--- config.mk ---
export PLATFORM = sky130hd
export DESIGN_NAME = multicycle_control_flat
export DESIGN_NICKNAME = d
export VERILOG_FILES = /design/src/rtl/multicycle_control_if.sv /design/src/rtl/multicycle_control.sv /design/src/flat_wrapper.sv
export SDC_FILE = /design/constraint.sdc
export NUM_CORES = 1
export LEC_CHECK = 0
export CORE_MARGIN = 3
export CORE_UTILIZATION = 50
export CTS_CLUSTER_DIAMETER = 30
export DETAILED_ROUTE_END_ITERATION = 16
export PLACE_DENSITY = 0.95
export SLEW_MARGIN = 20
export SYNTH_ARGS = -nofsm -noshare
export SYNTH_HDL_FRONTEND = slang
export SYNTH_SLANG_ARGS = --single-unit
--- constraint.sdc ---
create_clock -name clk -period 5 [get_ports clk]
set_input_delay 0.75 -clock clk [delete_from_list [all_inputs] [get_ports clk]]
set_output_delay 0.75 -clock clk [all_outputs]
set_load 0.005 [all_outputs]
--- src/rtl/multicycle_control_if.sv ---
// rtl/multicycle_control_if.sv - datapath/control bundle between the multi-cycle controller and its datapath
interface multicycle_control_if;
    logic [5:0] opcode;
    logic       jr;
    logic       zero;
    logic       mem_ready;
    logic       pc_write;
    logic [1:0] pc_source;
    logic       iord;
    logic       mem_read;
    logic       mem_write;
    logic       ir_write;
    logic       reg_dst;
    logic       mem_to_reg;
    logic       reg_write;
    logic       alu_src_a;
    logic [1:0] alu_src_b;
    logic [2:0] alu_op;
    logic       illegal;
    logic [3:0] state;

    modport master (
        input  opcode, jr, zero, mem_ready,
        output pc_write, pc_source, iord, mem_read, mem_write, ir_write,
               reg_dst, mem_to_reg, reg_write, alu_src_a, alu_src_b, alu_op,
               illegal, state
    );

    modport slave (
        output opcode, jr, zero, mem_ready,
        input  pc_write, pc_source, iord, mem_read, mem_write, ir_write,
               reg_dst, mem_to_reg, reg_write, alu_src_a, alu_src_b, alu_op,
               illegal, state
    );
endinterface

--- src/rtl/multicycle_control.sv ---
// rtl/multicycle_control.sv - multi-cycle MIPS control FSM with memory wait timeout
// Optional performance counters: define CTRL_PERF_CNT_EN.
module multicycle_control #(
    parameter int TIMEOUT = 16,
    parameter int CNT_W   = 32
) (
    input  logic                 clk,
    input  logic                 reset,
    multicycle_control_if.master bus
`ifdef CTRL_PERF_CNT_EN
    ,
    output logic [CNT_W-1:0]     instr_count,
    output logic [CNT_W-1:0]     cycle_count
`endif
);

    typedef enum logic [3:0] {
        S_FETCH    = 4'd0,
        S_DECODE   = 4'd1,
        S_MEMADR   = 4'd2,
        S_MEMRD    = 4'd3,
        S_MEMWB    = 4'd4,
        S_MEMWR    = 4'd5,
        S_RTYPE_EX = 4'd6,
        S_RTYPE_WB = 4'd7,
        S_BEQ      = 4'd8,
        S_JUMP     = 4'd9,
        S_ADDI_EX  = 4'd10,
        S_ANDI_EX  = 4'd11,
        S_ORI_EX   = 4'd12,
        S_IMM_WB   = 4'd13
    } state_t;

    localparam logic [5:0] OP_RTYPE = 6'b000000;
    localparam logic [5:0] OP_LW    = 6'b100011;
    localparam logic [5:0] OP_SW    = 6'b101011;
    localparam logic [5:0] OP_BEQ   = 6'b000100;
    localparam logic [5:0] OP_J     = 6'b000010;
    localparam logic [5:0] OP_ADDI  = 6'b001000;
    localparam logic [5:0] OP_ANDI  = 6'b001100;
    localparam logic [5:0] OP_ORI   = 6'b001101;

    localparam int           WCW   = (TIMEOUT > 2) ? $clog2(TIMEOUT) : 1;
    localparam bit           TO_EN = (TIMEOUT > 0);
    localparam logic [WCW-1:0] WLIM = WCW'(TIMEOUT - 1);

    if (CNT_W < 1) begin : g_bad_cnt_w
        $error("CNT_W must be at least 1");
    end
    if (TIMEOUT < 0) begin : g_bad_timeout
        $error("TIMEOUT must not be negative");
    end

    state_t         state_q, state_d;
    logic [WCW-1:0] wait_cnt;
    logic           wait_state;
    logic           timeout_hit;
    logic           abort;

    assign wait_state  = (state_q == S_FETCH) || (state_q == S_MEMRD) || (state_q == S_MEMWR);
    assign timeout_hit = TO_EN && wait_state && !bus.mem_ready && (wait_cnt == WLIM);
    assign bus.state   = state_q;

    always_ff @(posedge clk or posedge reset) begin
        if (reset) begin
            state_q  <= S_FETCH;
            wait_cnt <= '0;
        end else begin
            state_q <= state_d;
            // Counter is per-visit: any exit (normal or abort) restarts it.
            if (!wait_state || (state_d != state_q) || timeout_hit) begin
                wait_cnt <= '0;
            end else if (!bus.mem_ready) begin
                wait_cnt <= wait_cnt + 1'b1;
            end
        end
    end

    always_comb begin
        state_d        = state_q;
        abort          = 1'b0;
        bus.pc_write   = 1'b0;
        bus.pc_source  = 2'b00;
        bus.iord       = 1'b0;
        bus.mem_read   = 1'b0;
        bus.mem_write  = 1'b0;
        bus.ir_write   = 1'b0;
        bus.reg_dst    = 1'b0;
        bus.mem_to_reg = 1'b0;
        bus.reg_write  = 1'b0;
        bus.alu_src_a  = 1'b0;
        bus.alu_src_b  = 2'b00;
        bus.alu_op     = 3'b000;

        case (state_q)
            S_FETCH: begin
                bus.mem_read  = 1'b1;
                bus.alu_src_b = 2'b01;
                bus.pc_write  = bus.mem_ready;
                bus.ir_write  = bus.mem_ready;
                if (bus.mem_ready) state_d = S_DECODE;
            end
            S_DECODE: begin
                bus.alu_src_b = 2'b11;
                case (bus.opcode)
                    OP_RTYPE:     state_d = S_RTYPE_EX;
                    OP_LW, OP_SW: state_d = S_MEMADR;
                    OP_BEQ:       state_d = S_BEQ;
                    OP_J:         state_d = S_JUMP;
                    OP_ADDI:      state_d = S_ADDI_EX;
                    OP_ANDI:      state_d = S_ANDI_EX;
                    OP_ORI:       state_d = S_ORI_EX;
                    default: begin
                        abort   = 1'b1;
                        state_d = S_FETCH;
                    end
                endcase
            end
            S_MEMADR: begin
                bus.alu_src_a = 1'b1;
                bus.alu_src_b = 2'b10;
                state_d       = (bus.opcode == OP_LW) ? S_MEMRD : S_MEMWR;
            end
            S_MEMRD: begin
                bus.iord     = 1'b1;
                bus.mem_read = 1'b1;
                if (bus.mem_ready) state_d = S_MEMWB;
            end
            S_MEMWB: begin
                bus.reg_write  = 1'b1;
                bus.mem_to_reg = 1'b1;
                state_d        = S_FETCH;
            end
            S_MEMWR: begin
                bus.iord      = 1'b1;
                bus.mem_write = bus.mem_ready;
                if (bus.mem_ready) state_d = S_FETCH;
            end
            S_RTYPE_EX: begin
                bus.alu_src_a = 1'b1;
                bus.alu_op    = 3'b010;
                if (bus.jr) begin
                    bus.pc_source = 2'b11;
                    bus.pc_write  = 1'b1;
                    state_d       = S_FETCH;
                end else begin
                    state_d = S_RTYPE_WB;
                end
            end
            S_RTYPE_WB: begin
                bus.reg_write = 1'b1;
                bus.reg_dst   = 1'b1;
                state_d       = S_FETCH;
            end
            S_BEQ: begin
                bus.alu_src_a = 1'b1;
                bus.alu_op    = 3'b001;
                bus.pc_source = 2'b01;
                bus.pc_write  = bus.zero;
                state_d       = S_FETCH;
            end
            S_JUMP: begin
                bus.pc_source = 2'b10;
                bus.pc_write  = 1'b1;
                state_d       = S_FETCH;
            end
            S_ADDI_EX, S_ANDI_EX, S_ORI_EX: begin
                bus.alu_src_a = 1'b1;
                bus.alu_src_b = 2'b10;
                bus.alu_op    = (state_q == S_ANDI_EX) ? 3'b100 :
                                (state_q == S_ORI_EX)  ? 3'b101 : 3'b000;
                state_d       = S_IMM_WB;
            end
            S_IMM_WB: begin
                bus.reg_write = 1'b1;
                state_d       = S_FETCH;
            end
            default: state_d = S_FETCH;
        endcase

        if (timeout_hit) begin
            abort   = 1'b1;
            state_d = S_FETCH;
        end
        bus.illegal = abort;

        // State is already FETCH during reset, but its mem_ready-driven enables must not leak out.
        if (reset) begin
            bus.pc_write  = 1'b0;
            bus.ir_write  = 1'b0;
            bus.reg_write = 1'b0;
            bus.mem_write = 1'b0;
        end
    end

`ifdef CTRL_PERF_CNT_EN
    always_ff @(posedge clk or posedge reset) begin
        if (reset) begin
            instr_count <= '0;
            cycle_count <= '0;
        end else begin
            cycle_count <= cycle_count + 1'b1;
            if ((state_q != S_FETCH) && (state_d == S_FETCH) && !abort) begin
                instr_count <= instr_count + 1'b1;
            end
        end
    end
`endif

endmodule

--- src/flat_wrapper.sv ---
// flat-port wrapper written by rule: the top's interface ports become plain ports
module multicycle_control_flat 
#(
    parameter int TIMEOUT = 16,
    parameter int CNT_W   = 32
)
  (clk, reset, bus_opcode, bus_jr, bus_zero, bus_mem_ready, bus_pc_write, bus_pc_source, bus_iord, bus_mem_read, bus_mem_write, bus_ir_write, bus_reg_dst, bus_mem_to_reg, bus_reg_write, bus_alu_src_a, bus_alu_src_b, bus_alu_op, bus_illegal, bus_state);
  multicycle_control_if bus_i ();
  input  logic clk;
  input  logic reset;
  input wire logic [$bits(bus_i.opcode)-1:0] bus_opcode;
  input wire logic [$bits(bus_i.jr)-1:0] bus_jr;
  input wire logic [$bits(bus_i.zero)-1:0] bus_zero;
  input wire logic [$bits(bus_i.mem_ready)-1:0] bus_mem_ready;
  output wire logic [$bits(bus_i.pc_write)-1:0] bus_pc_write;
  output wire logic [$bits(bus_i.pc_source)-1:0] bus_pc_source;
  output wire logic [$bits(bus_i.iord)-1:0] bus_iord;
  output wire logic [$bits(bus_i.mem_read)-1:0] bus_mem_read;
  output wire logic [$bits(bus_i.mem_write)-1:0] bus_mem_write;
  output wire logic [$bits(bus_i.ir_write)-1:0] bus_ir_write;
  output wire logic [$bits(bus_i.reg_dst)-1:0] bus_reg_dst;
  output wire logic [$bits(bus_i.mem_to_reg)-1:0] bus_mem_to_reg;
  output wire logic [$bits(bus_i.reg_write)-1:0] bus_reg_write;
  output wire logic [$bits(bus_i.alu_src_a)-1:0] bus_alu_src_a;
  output wire logic [$bits(bus_i.alu_src_b)-1:0] bus_alu_src_b;
  output wire logic [$bits(bus_i.alu_op)-1:0] bus_alu_op;
  output wire logic [$bits(bus_i.illegal)-1:0] bus_illegal;
  output wire logic [$bits(bus_i.state)-1:0] bus_state;
  assign bus_i.opcode = bus_opcode;
  assign bus_i.jr = bus_jr;
  assign bus_i.zero = bus_zero;
  assign bus_i.mem_ready = bus_mem_ready;
  assign bus_pc_write = bus_i.pc_write;
  assign bus_pc_source = bus_i.pc_source;
  assign bus_iord = bus_i.iord;
  assign bus_mem_read = bus_i.mem_read;
  assign bus_mem_write = bus_i.mem_write;
  assign bus_ir_write = bus_i.ir_write;
  assign bus_reg_dst = bus_i.reg_dst;
  assign bus_mem_to_reg = bus_i.mem_to_reg;
  assign bus_reg_write = bus_i.reg_write;
  assign bus_alu_src_a = bus_i.alu_src_a;
  assign bus_alu_src_b = bus_i.alu_src_b;
  assign bus_alu_op = bus_i.alu_op;
  assign bus_illegal = bus_i.illegal;
  assign bus_state = bus_i.state;
  multicycle_control #(.TIMEOUT(TIMEOUT), .CNT_W(CNT_W)) u_core (.clk(clk), .reset(reset), .bus(bus_i));
endmodule
# Yosys cells after proc, flatten, opt, wreduce, memory -nomap -nowiden
# Index checks and enable logic that the tools add are counted.
# Widths: inputs -> output; s select.
# classes
reduce_logical	18
eq_ne	23
add_sub_neg	1
n_mux	33
# ops
operator	n
$pmux 4 s7	2
$eq 4x4->1 const B	7
$mux 4	6
$eq 6x4->1 const B	3
$eq 4x3->1 const B	4
$mux 1	16
$eq 6x6->1 const B	2
$mux 3	4
$pmux 2 s3	2
$pmux 3 s3	1
$eq 4x2->1 const B	2
$reduce_or 8->1	1
$eq 6x2->1 const B	1
$eq 6x3->1 const B	1
$logic_not 6->1	1
$reduce_or 2->1	3
$reduce_or 3->1	2
$reduce_or 6->1	1
$add 4x1->4 const B	1
$eq 4x1->1 const B	1
$logic_not 4->1	1
$logic_or 1x1->1	4
$ne 4x4->1	1
$pmux 1 s4	1
other kinds (5)	7
# totals
input_bits	11
register_bits	8
output_inout_bits	21
elab_cells	77

# Longest topological paths before layout
# logic_depth
depth_word	10
mapped_depth	6
mapped_depth_nobuf	6

# Least setup slack after synthesis
# OpenSTA, ideal clock, no wires.
# synth_path
path_kind	input port to output port
from	input bus_opcode[0]
to	output bus_illegal
cell_stages	5
n_path_buf	0
arrival_ps	1431
path_slack_ps	2819
t_required_ps	4250
cell_sequence	or3_1 -> nand2_1 -> o21ai_0 -> nand3_1 -> a31oi_1
# synth_via
elab_chain_len	5
elab_cells_between_ends	12
cone_classes	7 x eq/ne; 3 x mux; 2 x reduce/logical
# synth_lines
item	line_no	rtl
start: declaration	flat_wrapper.sv:11	input wire logic [$bits(bus_i.opcode)-1:0] bus_opcode;
$eq 6x6->1 (tied with other cells)	multicycle_control.sv:105	case (bus.opcode)
$reduce_or 8->1 (no source line) (*)	--	
$mux 1 (*)	multicycle_control.sv:105	
$mux 1 (*)	multicycle_control.sv:95	case (state_q)
$mux 1 (*)	multicycle_control.sv:181	if (timeout_hit) begin
end: declaration	flat_wrapper.sv:27	output wire logic [$bits(bus_i.illegal)-1:0] bus_illegal;
# Every way passes the cells marked *; elsewhere a longest branch is shown, timed or not.

# Final worst setup path
# layout_path
from	input bus_mem_ready
to	output bus_illegal
# layout_via
elab_chain_len	4
# layout_lines
item	line_no	rtl
start: declaration	flat_wrapper.sv:14	input wire logic [$bits(bus_i.mem_ready)-1:0] bus_mem_ready;
$logic_not 1->1	multicycle_control.sv:61	assign timeout_hit = TO_EN && wait_state && !bus.mem_ready && (wait_cnt == WLIM);
$logic_and 1x1->1 (2 in a row)	multicycle_control.sv:61	
$mux 1	multicycle_control.sv:181	
# No other way between the ends.

==> impl_metrics.yaml <==
yosys:
  yosys.area_share.simple_pct: 37.9
  synth_fa_ha_area_share_pct: 1.20
  ys_warn_count: 0
  async_flop_share_pct: 100
  syn_inst: 138
  synth_top_family_by_area: "simple AND/OR/NAND/NOR gates"
  synth_compound_area_share_pct: 22.6
  synth.distinct_cells: 49
  ys.flop_type: "dfrtp_1"
  syn_area_um2: 1040
  avgSynthCellArea_um2: 7.55
  synth_xor_area_share_pct: 3.36
  synth-seq-cells: 8
  ys_seq_area_share_pct: 19.2
  syn_nets: 150
  synthMuxAreaShare_pct: 7.68
  synth_edf_count: 0
cells_and_area:
  fillers: 152
  final_nets: 175
  drive_gt1_share_pct: 11.8
  diodes: 0
  fin_area_um2: 1340
  area_growth_pct: 28.7
timing:
  rsz0062_at_grt: "false"
  fin_ws_ns: 1.57
  tightest_slew_ns: 0.724
  period_needed_ns: 3.43
  finalHoldViolations: 0
  slew_viol_final: 0
  fin_crit_sh_pct: 68.6
  setup_violations: 0
  fin_setup_tns_ns: 0
  slew_headroom_pct: 51.7
  clock.fmax_mhz: 292
  clock_skew_ns: 0.0163
clock_network:
  hold_buffers: 0
  postCtsSetupBuffers: 0
  numClockSinks: 8
  clock_path_buffers: 2
  path_clk_slew_ns: 0.06
  clock-root-buffer: "clkbuf_4"
  h-tree-depth: 1
  cts_tree: "done"
  cts_resized: 0
  clk_latency_ns: 0.26
  cts_made_buffers: 3
power:
  ir_drop_v: 0.000164
  p_leak_uw: 0.000522
  power.density_nw_per_um2: 258
hold_path:
  min-delay-path-class: "input port to asynchronous set/reset pin"
critical_path:
  arrival_ns: 2.68
  start_kind: "input port"
  startpoint: "bus_mem_ready"
  end_kind: "output pin"
  required_ns: 4.25
  path_class: "input port to output pin"
  r2r_start: "u_core.bus.state[1]"
  path_max_fanout: 12
placement:
  dp_hpwl_mm: 2.13
  io_buffers: 31
  dp_slack_ns: 1.59
  place_congestion: 0.896
  placed_area_um2: 1320
global_route:
  grt_pass1_vias: 1032
  overflow: 0
  grt_antenna_before_repair: 0
  grt_max_degree: 26
  track_usage_pct: 22.1
  grt_pass1_wl_mm: 4.49
detailed_routing:
  ant_nets: 0
  drt-pass1-iter-count: 4
  drcViolationCount: 0
  viasPerCell: 6.19
  post_drt_wl_per_cell_um: 15.0
  routed_wl_mm: 2.78
  vias: 1152
  drtIter0Drc: 61
run:
  drv_cap: 0
floorplanning:
  die_h_um: 51.7
  coreArea_um2: 1840
  start_util_pct: 56.7
  die-area_um2: 2670
  fp.dieW_um: 51.7
  ios: 32
  rows: 15
outcome:
  status: "complete, no violations"
[where the power goes]
group          internal, uW  leakage [uW]  switching (uW)
clock                  27.6     0.0000138            23.8
combinational           100      0.000399            85.9
sequential             75.2      0.000109            34.0
[area by class of cell]
type | count | area, um^2 | area share, %
clock buffers | 3 | 22.5 | 1.68
inverters | 5 | 18.8 | 1.40
multi-input cells | 114 | 758 | 56.5
flip-flops and latches | 8 | 200 | 14.9
well taps | 25 | 31.3 | 2.33
repair buffers | 31 | 310 | 23.1
[synth_stat cells, types with 2 or more instances]
cell type / instances / share of area, %
o21a_1: 2 / 1.4
nor2b_1: 5 / 3.0
o21ai_2: 2 / 1.7
nand2_1: 12 / 4.3
buf_4: 2 / 1.4
buf_2: 6 / 2.9
nor3_1: 16 / 7.7
mux2_4: 4 / 5.8
inv_2: 2 / 0.72
nor2_1: 15 / 5.4
a21oi_1: 9 / 4.3
xor2_1: 2 / 1.7
xnor2_1: 2 / 1.7
dfrtp_1: 8 / 19
or3_1: 2 / 1.2
inv_1: 3 / 1.1
nand3_1: 4 / 1.9
a31oi_1: 2 / 1.2
o21ai_0: 8 / 3.8
mux2i_1: 2 / 1.9
and2b_1: 2 / 1.4
[stage by stage]
| stage | std cells | power [uW] | utilization, % | hold slack (ns) |
|---|---|---|---|---|
| CTS | 186 | 345 | 72.9 | 0.809 |
| floorplan | 138 | 221 | - | 0.582 |
| global placement | 183 | 283 | 71.7 | 0.765 |
| finish | 186 | 346 | 72.9 | 0.803 |
| detailed placement | 183 | 293 | 71.7 | 0.795 |
| global route | 186 | 368 | 72.9 | 0.833 |
[worst paths after layout]
check / cells past startpoint / slack, ns / to
max in group asynchronous: 2 / 3.90 / u_core.wait_cnt[1]
min in group clk: 3 / 0.82 / u_core.wait_cnt[1]
max: 5 / 1.57 / bus_illegal
max reg2reg: 5 / 2.87 / u_core.wait_cnt[1]
min: 2 / 0.80 / u_core.wait_cnt[0]
min reg2reg: 3 / 0.82 / u_core.wait_cnt[1]
[state kept, by name, indices dropped and copies added (netlist names)]
name              cells
u_core.wait_cnt       4
u_core.bus.state      4
[logic make-up after synthesis]
kind of cell / after synthesis
buffers and inverters: 16
DFF: 8
and+or+nand+nor: 70
muxes: 6
adders and majority gates: 1
xor gates and xnor gates: 4
AOI/OAI and AO/OA: 33
[cells in the final DEF (no fill, tap or decap), types with 3 or more instances in the layout]
master           netlist  final
a21oi_1                9      9
clkbuf_4               0      3
clkdlybuf4s50_1        0     31
dfrtp_1                8      8
inv_1                  3      3
mux2_4                 4      4
nand2_1               12     12
nand3_1                4      4
nor2_1                15     15
nor2b_1                5      5
nor3_1                16     16
o21ai_0                8      8
[per-layer routing]
layer  vias to the layer above  wire, um  share of wire (%)  GRT usage [%]
met2                        69      1410                 51           40.3
met3                         6       241                8.7           4.58
met5                         -         0                  0              0
met1                       530      1100                 39           25.7
li1                        547         -                  -              -
met4                         0        36                1.3           6.55
[worst max-delay path, cell delays in order]
cell and delay [ns]:
clkdlybuf4s50_1 0.61, and4b_1 0.44, o211ai_1 0.13, a31oi_1 0.21, clkdlybuf4s50_1 0.54
No activity file was read; power rests on OpenSTA's default activity.
